$ cat src/rtl/cond_select_skid.sv
// Registered valid/ready skid stage behind the combinational select logic; main + skid register, FIFO order.
// Optional output-transfer counter o_xfer_cnt is built when COND_SELECT_SKID_CNT_EN is defined.
module cond_select_skid #(
  parameter int unsigned WIDTH     = 8,
  parameter int unsigned CNT_WIDTH = 16
) (
  input  logic                 clk,
  input  logic                 rst_n,
  input  logic                 i_flush,
  input  logic                 i_valid,
  input  logic [WIDTH-1:0]     i_data,
  output logic                 i_ready,
`ifdef COND_SELECT_SKID_CNT_EN
  output logic [CNT_WIDTH-1:0] o_xfer_cnt,
`endif
  output logic                 o_valid,
  output logic [WIDTH-1:0]     o_data,
  input  logic                 o_ready
);

  typedef enum logic [1:0] {
    EMPTY = 2'd0,
    ONE   = 2'd1,
    FULL  = 2'd2
  } state_e;

  state_e           state_q, state_d;
  logic [WIDTH-1:0] main_q, main_d;
  logic [WIDTH-1:0] skid_q, skid_d;
  logic             o_valid_q, o_valid_d;
  logic             i_ready_q, i_ready_d;
  logic             in_xfer;
  logic             out_xfer;

  assign in_xfer  = i_valid && i_ready_q;
  assign out_xfer = o_valid_q && o_ready;

  // State register and data storage
  always_ff @(posedge clk or negedge rst_n) begin
    if (!rst_n) begin
      state_q   <= EMPTY;
      main_q    <= '0;
      skid_q    <= '0;
      o_valid_q <= 1'b0;
      i_ready_q <= 1'b1;
    end else begin
      state_q   <= state_d;
      main_q    <= main_d;
      skid_q    <= skid_d;
      o_valid_q <= o_valid_d;
      i_ready_q <= i_ready_d;
    end
  end

  // Next-state, data steering and registered handshake outputs
  always_comb begin
    state_d = state_q;
    main_d  = main_q;
    skid_d  = skid_q;
    unique case (state_q)
      EMPTY: begin
        if (in_xfer) begin
          state_d = ONE;
          main_d  = i_data;
        end
      end
      ONE: begin
        if (in_xfer && out_xfer) begin
          main_d = i_data;
        end else if (in_xfer) begin
          state_d = FULL;
          skid_d  = i_data;
        end else if (out_xfer) begin
          state_d = EMPTY;
        end
      end
      FULL: begin
        if (out_xfer) begin
          state_d = ONE;
          main_d  = skid_q;
        end
      end
      default: begin
        state_d = EMPTY;
      end
    endcase
    // Flush wins over any handshake this cycle; data registers may keep stale values
    if (i_flush) begin
      state_d = EMPTY;
    end
    o_valid_d = (state_d != EMPTY);
    i_ready_d = (state_d != FULL);
  end

  assign o_valid = o_valid_q;
  assign i_ready = i_ready_q;
  assign o_data  = main_q;

`ifdef COND_SELECT_SKID_CNT_EN
  logic [CNT_WIDTH-1:0] cnt_q, cnt_d;

  // Saturating output-transfer counter; flush clear beats a same-cycle transfer
  always_comb begin
    cnt_d = cnt_q;
    if (i_flush) begin
      cnt_d = '0;
    end else if (out_xfer && (cnt_q != {CNT_WIDTH{1'b1}})) begin
      cnt_d = cnt_q + CNT_WIDTH'(1);
    end
  end

  always_ff @(posedge clk or negedge rst_n) begin
    if (!rst_n) begin
      cnt_q <= '0;
    end else begin
      cnt_q <= cnt_d;
    end
  end

  assign o_xfer_cnt = cnt_q;
`else
  logic cnt_width_unused;
  assign cnt_width_unused = ^32'(CNT_WIDTH);
`endif

endmodule

$ cat config.mk
export PLATFORM = sky130hd
export DESIGN_NAME = cond_select_skid
export DESIGN_NICKNAME = d
export VERILOG_FILES = /design/src/rtl/cond_select_skid.sv
export SDC_FILE = /design/constraint.sdc
export NUM_CORES = 1
export LEC_CHECK = 0
export BUFFER_PORTS_ARGS = -buffer_cell sky130_fd_sc_hd__buf_2
export CORE_MARGIN = 1.5
export CORE_UTILIZATION = 51
export DETAILED_ROUTE_END_ITERATION = 16
export PLACE_DENSITY = 0.77
export SETUP_SLACK_MARGIN = 0.4
export SYNTH_ARGS = -nofsm -noshare
export SYNTH_HDL_FRONTEND = slang
export SYNTH_SLANG_ARGS = --single-unit
export TNS_END_PERCENT = 100
$ cat constraint.sdc
create_clock -name clk -period 2.4 [get_ports clk]
set_clock_uncertainty 0.15 [all_clocks]
set_input_delay 0.24 -clock clk [delete_from_list [all_inputs] [get_ports clk]]
set_output_delay 0.24 -clock clk [all_outputs]
set_load 0.05 [all_outputs]
==> results of run 1 <==
-- sequential cells by signal, summed over array words and instances (netlist names) --
signal,cells
state_q,2
o_valid,1
i_ready,1
skid_q,8
o_data,8
-- layout make-up --
cell class,count,area share
tap,25,0.0282
multi-input combinational,58,0.363
sequential,20,0.452
clock buffer,4,0.0327
timing repair buffer,25,0.124
-- critical path: cells and delay by family, from the launching register on --
| family | cells | cell delay (ps) |
|---|---|---|
| multiplexers | 1 | 340 |
| flip-flops | 1 | 560 |
| AND/OR/NAND/NOR | 2 | 680 |
-- worst min path at each step --
stage / start / endpoint / slack [ps] / cells after the start
2_1_floorplan: rst_n / o_data[0] / -210 / 0
3_3_place_gp: rst_n / o_data[5] / 50 / 1
3_5_place_dp: rst_n / o_data[0] / 60 / 1
4_1_cts: i_data[3] / skid_q[3] / 20 / 2
5_1_grt: i_data[3] / skid_q[3] / 20 / 2
6_report: i_data[3] / skid_q[3] / 30 / 2
-- cells in the mapped netlist --
cell / number / area, µm²
a21o_1: 1 / 7.51
a21oi_1: 3 / 15.0
a221o_2: 1 / 11.3
a221oi_1: 1 / 8.76
a31oi_1: 1 / 6.26
a31oi_4: 1 / 21.3
and2b_2: 1 / 8.76
buf_2: 1 / 5.00
buf_6: 1 / 11.3
clkbuf_1: 1 / 3.75
clkbuf_8: 1 / 13.8
dfrtp_1: 19 / 475
dfstp_2: 1 / 26.3
mux2_2: 16 / 180
nand2_1: 28 / 105
nand2b_1: 1 / 6.26
nand3_1: 1 / 5.00
nor3_1: 1 / 5.00
o21ai_4: 1 / 16.3
or3_1: 1 / 6.26
-- logic make-up after synthesis --
group / Yosys count
AO/OA/AOI/OAI: 9
multiplexers: 16
buffers and inverters: 4
AND/OR/NAND/NOR: 33
flip-flops: 20
-- metal layers --
metal	vias to the layer above	track usage	wire, µm
met4	0	0.0686	12
li1	328	-	-
met1	315	0.236	794
met3	2	0.0476	64
met5	-	0	0
met2	14	0.278	779
-- metrics by stage --
step | hold WS [ps] | worst slack [ps] | instances | area [µm²] | util
floorplan | -206 | 457 | 82 | 938 | -
global placement | 52.8 | 605 | 126 | 1050 | 0.610
detailed placement | 58.9 | 587 | 126 | 1050 | 0.610
CTS | 23.8 | 565 | 132 | 1110 | 0.643
global route | 19.6 | 505 | 132 | 1110 | 0.643
finish | 34.0 | 571 | 132 | 1110 | 0.643
-- power by group --
group | switching (mW) | internal, mW
Clock | 0.0975 | 0.0924
Combinational | 0.255 | 0.147
Sequential | 0.0565 | 0.445
-- repair_timing --
action / in CTS / in global routing
setup endpoints to repair: 0 / 0
endpoints found under the hold margin: 22 / 0
hold buffers: 2 / 0
==> metrics.csv, run 1 <==
metric,value,unit
layout_commonest_cell,nand2_1,
first_global_vias,619,
drive_above_1_share,0.449,
finalHoldViolCount,0,
yosys_warnings,0,
cap_viol_max_count,0,
reg2reg_to,skid_q[0],
io_buffers,22,
first_pass_iters,6,
worstPathMaxFanout,10,
cts-resized-gates,0,
first_iter_violations,17,
postRouteAntennaNets,0,
path_clk_slew,110,ps
n_fill_cell,156,
dieWidth,45.9,µm
wirelength,1650,µm
fmax,547,MHz
rows,15,
layout.nets,121,
reg2regPathDepth,3,
slew_headroom,0.699,
power_leakage,0.536,nW
finalCriticalPeriod,1830,ps
power,1.09,mW
regToRegSetupSlack,570,ps
cts-buffers-inserted,3,
grt_pass1_wl,2640,µm
syn_area,938,µm²
cp-end-kind,flop,
syn_inst,82,
p_per_area,986,nW/µm²
crit_start,i_ready,
ios,23,
root_buffer,clkbuf_4,
synth_nets,95,
startpoint_type,flop,
place_hpwl,1160,µm
cp.required,2430,ps
ir_drop,0.000602,V
synth_compound_area_frac,0.0920,
insertion_delay,290,ps
dieArea,2110,µm²
post_synth.cell_area_avg,11.4,µm²
synth_xor_area_frac,0,
place.gp.congestion,0.690,
setup_violations,0,
grt-ovfl-total,0,
area_growth,18.3,%
grt.total_usage,0.178,
synth.distinct_cells,20,
drc,0,
period_share,0.762,
wire_per_inst,12.5,µm
ys_ff_latch,20,
drv_slew,0,
cts_setup_buffers,0,
viasPerCell,4.99,
outcome,finished clean,
vias,659,
hold_class,in2reg,
yosysSeqAreaShare,0.535,
rsz0062_at_grt,false,
htreeDepth,1,
yosys.area_share.simple,0.145,
initial_core_util,0.543,
arrival,1860,ps
clk_path_buf_depth,2,
antenna_found_initial,0,
muxShareOfSynthArea,0.192,
synthAdderAreaFrac,0,
max_stage_delay,560,ps
regArea,502,µm²
cts_tree,built,
core_area,1730,µm²
cts_sinks,20,
tightest_slew,452,ps
grt_max_degree,21,
multiInputGateArea,403,µm²
setup-tns-final,0,ps
crit_chain,nand2_1 > or3_1 > mux2_2,
criticalPathCategory,reg2reg,
synth_top_family_by_area,multiplexers,
die-height,45.9,µm
num_antenna_cells,0,
r2r-start,i_ready,
final_cell_mix,"nand2_1 (28), buf_2 (22), dfrtp_1 (19), mux2_2 (16)",
crit_slowest_cell,dfstp_2,
endpoint,skid_q[0],
No activity file was read; power rests on OpenSTA's default activity.
==> run 2, diff against run 1 <==
- CORE_ASPECT_RATIO: default -> 0.7
- CORE_UTILIZATION: 51 -> 46
- PLACE_DENSITY: 0.77 -> 0.73
- clock period: 2.4 -> 1.55 ns (I/O delays scaled with it)
==> metrics.csv, run 2 (synthesis gave the netlist of run 1 again) <==
metric,value,unit,change
outcome,finished with violations,,
violations,setup timing,,
htreeDepth,1,,unchanged
cts_sinks,20,,unchanged
met3_usage,0.0789,,+0.0312
cts_tree,built,,
p_per_area,1350,nW/µm²,+37%
hold_class,in2reg,,
crit_start,i_ready,,
grt.total_usage,0.213,,+0.0348
grtUsageMet2,0.399,,+0.122
reg2regPathDepth,4,,+1
power,1.95,mW,+79%
ir_drop,0.00118,V,+95%
layout.nets,145,,+20%
grt_pass1_wl,3510,µm,+33%
rows,13,,-2
criticalPathCategory,reg2reg,,
finalCriticalPeriod,1700,ps,-132 ps
worstPathMaxFanout,5,,-5
io_buffers,22,,unchanged
dieWidth,57.0,µm,+24%
first_pass_iters,4,,-2
core_area,1890,µm²,+9.3%
reg2reg_to,i_ready,,
vias,806,,+22%
n_fill_cell,125,,-20%
period_share,1.10,,+0.333
tightest_slew,455,ps,+3.29 ps
die-height,40.8,µm,-11%
p_clk_frac,0.158,,-0.016
initial_core_util,0.497,,-0.0461
area_growth,53.7,%,
switchingPower,709,µW,+73%
grt-ovfl-total,0,,unchanged
drv_slew,0,,unchanged
path_clk_slew,120,ps,about the same
rsz0062_at_grt,true,,
wire_per_inst,14.6,µm,+17%
final_cell_mix,"nand2_1 (26), dfrtp_1 (17), mux2_2 (16), buf_6 (13), buf_2 (12)",,
place.gp.congestion,0.720,,+4.3%
p_comb_frac,0.437,,+0.069
finalHoldViolCount,0,,unchanged
ios,23,,unchanged
cts-buffers-inserted,3,,unchanged
grtUsageMet1,0.228,,-0.00814
swShare,0.363,,-0.0114
wirelength,2230,µm,+35%
root_buffer,clkbuf_4,,
startpoint_type,flop,,
dieArea,2320,µm²,+10%
power_leakage,0.687,nW,+28%
p_int,1.24,mW,+82%
placed_cells,134,,+6.3%
cp-end-kind,flop,,
place_hpwl,1480,µm,+27%
viasPerCell,5.27,,+5.5%
seqPwrFrac,0.404,,-0.054
top_usage_layer,met2,,
r2r-start,i_ready,,
multiInputGateArea,435,µm²,+8.1%
setup_violations,19,,+19
num_antenna_cells,0,,unchanged
setup_ws,-147,ps,-718 ps
layout_commonest_cell,nand2_1,,
cap_viol_max_count,0,,unchanged
endpoint,i_ready,,
drc,0,,unchanged
arrival,1790,ps,-70 ps
drive_above_1_share,0.550,,+0.101
cp.required,1640,ps,-790 ps
first_global_vias,837,,+35%
antenna_found_initial,0,,unchanged
regArea,504,µm²,+0.50%
insertion_delay,300,ps,about the same
regToRegSetupSlack,-150,ps,-720 ps
slew_headroom,0.697,,-0.00219
first_iter_violations,7,,-10
postRouteAntennaNets,0,,unchanged
whs,105,ps,+70.8 ps
grt_max_degree,21,,unchanged
fmax,589,MHz,+7.8%
final_cells,153,,+16%
clk_path_buf_depth,2,,unchanged
run 2: cell types whose count changed in the layout (fill, tap and decap cells not counted), sizes merged:
cell	previous run	this run
buf	23	39
dlygate4sd3	2	10
run 2: metrics by stage:
| step | utilization | setup slack (ps) | instance area, µm² | TNS (ps) |
|---|---|---|---|---|
| CTS | 0.747 | -137 | 1410 | -1830 |
| global route | 0.765 | -167 | 1440 | -2690 |
| finish | 0.765 | -147 | 1440 | -1930 |
| global placement | 0.611 | -86.8 | 1150 | -1170 |
| floorplan | - | -265 | 953 | -4190 |
| detailed placement | 0.611 | -132 | 1150 | -1610 |
run 2: worst min-delay path by stage:
stage / from / endpoint / slack, ps / cells past startpoint
6_report: i_valid / o_valid / 100 / 4
5_1_grt: i_valid / o_valid / 110 / 4
4_1_cts: o_ready / state_q[0] / 90 / 4
3_5_place_dp: rst_n / o_data[3] / -20 / 1
3_3_place_gp: rst_n / skid_q[3] / -20 / 1
2_1_floorplan: rst_n / o_data[0] / -290 / 0
run 2: routing by layer:
metal,vias to the layer above,wire length (µm)
li1,378,-
met1,403,931
met2,21,1170
met3,4,94
met4,0,31
met5,-,0
run 2: worst max-delay path: stages, from the launching register on:
cell and delay (ps):
dfstp_2 580, nand2_4 70, or3_4 340, buf_6 140
a221o_2 340
run 2: layout make-up:
cell class,instances,share of cell area
Clock buffer,4,0.0252
Tap cell,22,0.0191
Sequential cell,20,0.350
Multi-Input combinational cell,58,0.302
Timing Repair Buffer,49,0.304
run 2: power groups by stage:
stage / clock, mW / sequential [mW] / combinational, mW
floorplan: 0 / 1.02 / 0.254
global placement: 0 / 0.770 / 0.678
detailed placement: 0 / 0.783 / 0.698
CTS: 0.311 / 0.786 / 0.843
global route: 0.331 / 0.812 / 0.899
finish: 0.309 / 0.790 / 0.854
run 2: repair_timing:
action                                 4_1_cts  5_1_grt
buffers inserted                             4        1
hold buffers                                10        0
setup endpoints to repair                   30       30
endpoints found under the hold margin       32        0
gates resized for setup                     27        6
==> run 3, diff against run 2 <==
- CELL_PAD_IN_SITES_DETAIL_PLACEMENT: default -> 1
- CELL_PAD_IN_SITES_GLOBAL_PLACEMENT: default -> 1
- CORE_UTILIZATION: 46 -> 36
- PLACE_DENSITY: 0.73 -> default
- PLACE_DENSITY_LB_ADDON: default -> 0.1
==> metrics.csv, run 3 (synthesis gave the netlist of run 1 again) <==
metric,value,unit,change
dieArea,2930,µm²,+26%
wire_per_inst,15.3,µm,+5.2%
layout_commonest_cell,nand2_1,,
ir_drop,0.000587,V,-50%
period_share,1.10,,+0.00859
wirelength,2510,µm,+13%
io_buffers,22,,unchanged
cts_tree,built,,
final_cell_mix,"nand2_1 (27), dfrtp_1 (17), mux2_2 (16), buf_4 (15), buf_2 (12)",,
rows,15,,+2
whs_path_depth,2,,-2
violations,setup timing,,
path_clk_slew,70,ps,-50 ps
cp-end-kind,flop,,
finalCriticalPeriod,1710,ps,+13.3 ps
htreeDepth,1,,unchanged
cap_viol_max_count,0,,unchanged
reg2regPathDepth,4,,unchanged
layout.nets,144,,-0.69%
place_area,1160,µm²,+0.87%
place.gp.congestion,0.790,,+9.8%
cts_sinks,20,,unchanged
die-height,45.7,µm,+12%
setup_violations,18,,-1
postRouteAntennaNets,0,,unchanged
insertion_delay,260,ps,-40 ps
finalHoldViolCount,0,,unchanged
hold_class,in2reg,,
area_growth,53.6,%,about the same
core_area,2460,µm²,+30%
root_buffer,clkbuf_8,,
num_antenna_cells,0,,unchanged
slew_headroom,0.704,,+0.00751
first_global_vias,826,,-1.3%
grt.total_usage,0.190,,-0.0229
clk_path_buf_depth,2,,unchanged
setup_ws,-161,ps,-13.3 ps
worstPathMaxFanout,8,,+3
fmax,585,MHz,-0.78%
regToRegSetupSlack,-160,ps,about the same
startpoint_type,flop,,
criticalPathCategory,reg2reg,,
ios,23,,unchanged
rsz0062_at_grt,true,,
vias,805,,-0.12%
final_util,0.586,,-0.178
outcome,finished with violations,,
drc,0,,unchanged
drv_slew,0,,unchanged
dieWidth,64.0,µm,+12%
arrival,1750,ps,-40 ps
grt-ovfl-total,0,,unchanged
drive_above_1_share,0.546,,-0.00346
tightest_slew,444,ps,-11.3 ps
whs,2.69,ps,-102 ps
first_iter_violations,16,,+9
initial_core_util,0.382,,-0.116
place_ws,-175,ps,-43.8 ps
p_per_area,1400,nW/µm²,+3.7%
fin_area,1440,µm²,about the same
cp.required,1580,ps,-60 ps
cts-buffers-inserted,3,,unchanged
grt_max_degree,21,,unchanged
power_leakage,0.681,nW,-0.84%
antenna_found_initial,0,,unchanged
viasPerCell,4.91,,-6.8%
grt_pass1_wl,3970,µm,+13%
first_pass_iters,2,,-2
place_hpwl,1690,µm,+14%
run 3: cell types whose count changed in the layout (fill, tap and decap cells not counted), moves of 3 or more:
cell | before | now
buf_4 | 11 | 15
clkbuf_8 | 1 | 4
buf_6 | 13 | 9
clkbuf_4 | 3 | 0
run 3: cell type report:
type,count,area [µm²]
Fill cell,267,1020
Sequential cell,20,504
Multi-Input combinational cell,58,430
Timing Repair Buffer,48,409
Clock buffer,4,55.1
Tap cell,34,42.5
run 3: critical path: stages, from the launching register on:
cell	delay (ps)
dfstp_2	560
nand2_4	80
or3_4	350
buf_8	150
a221o_2	340
run 3: metal layers:
layer | global-route usage | vias up | wire length (µm)
li1 | - | 375 | -
met3 | 0.0520 | 6 | 95
met4 | 0.0652 | 0 | 35
met1 | 0.217 | 406 | 1040
met5 | 0 | - | 0
met2 | 0.354 | 18 | 1340
run 3: power by group:
group / switching [mW] / leakage (nW) / internal (mW)
clock network: 0.167 / 0.0288 / 0.226
logic: 0.443 / 0.416 / 0.387
registers: 0.107 / 0.236 / 0.693
total: 0.717 / 0.681 / 1.31
run 3: worst paths after layout:
kind | from | endpoint
worst min register to register | skid_q[6] | skid_q[6]
min in group asynchronous | rst_n | skid_q[1]
worst min-delay path | i_data[0] | skid_q[0]
max in group asynchronous | rst_n | i_ready
worst max register to register | i_ready | i_ready
worst max-delay path | i_ready | i_ready
run 3: repair_timing:
| item | in CTS | in global routing |
|---|---|---|
| hold buffers | 9 | 0 |
| setup buffers | 3 | 1 |
| setup endpoints to repair | 30 | 30 |
| pin swaps | 4 | 2 |
| gates cloned | 0 | 0 |
| resized for setup | 18 | 12 |
| hold endpoints to repair | 29 | 0 |
run 3: metrics by stage:
stage / setup TNS, ps / cells / total power, mW
5_1_grt: -2920 / 164 / 2.13
4_1_cts: -1760 / 163 / 1.98
3_5_place_dp: -2180 / 147 / 1.48
6_report: -2040 / 164 / 2.02
3_3_place_gp: -1620 / 147 / 1.45
2_1_floorplan: -4190 / 82 / 1.27
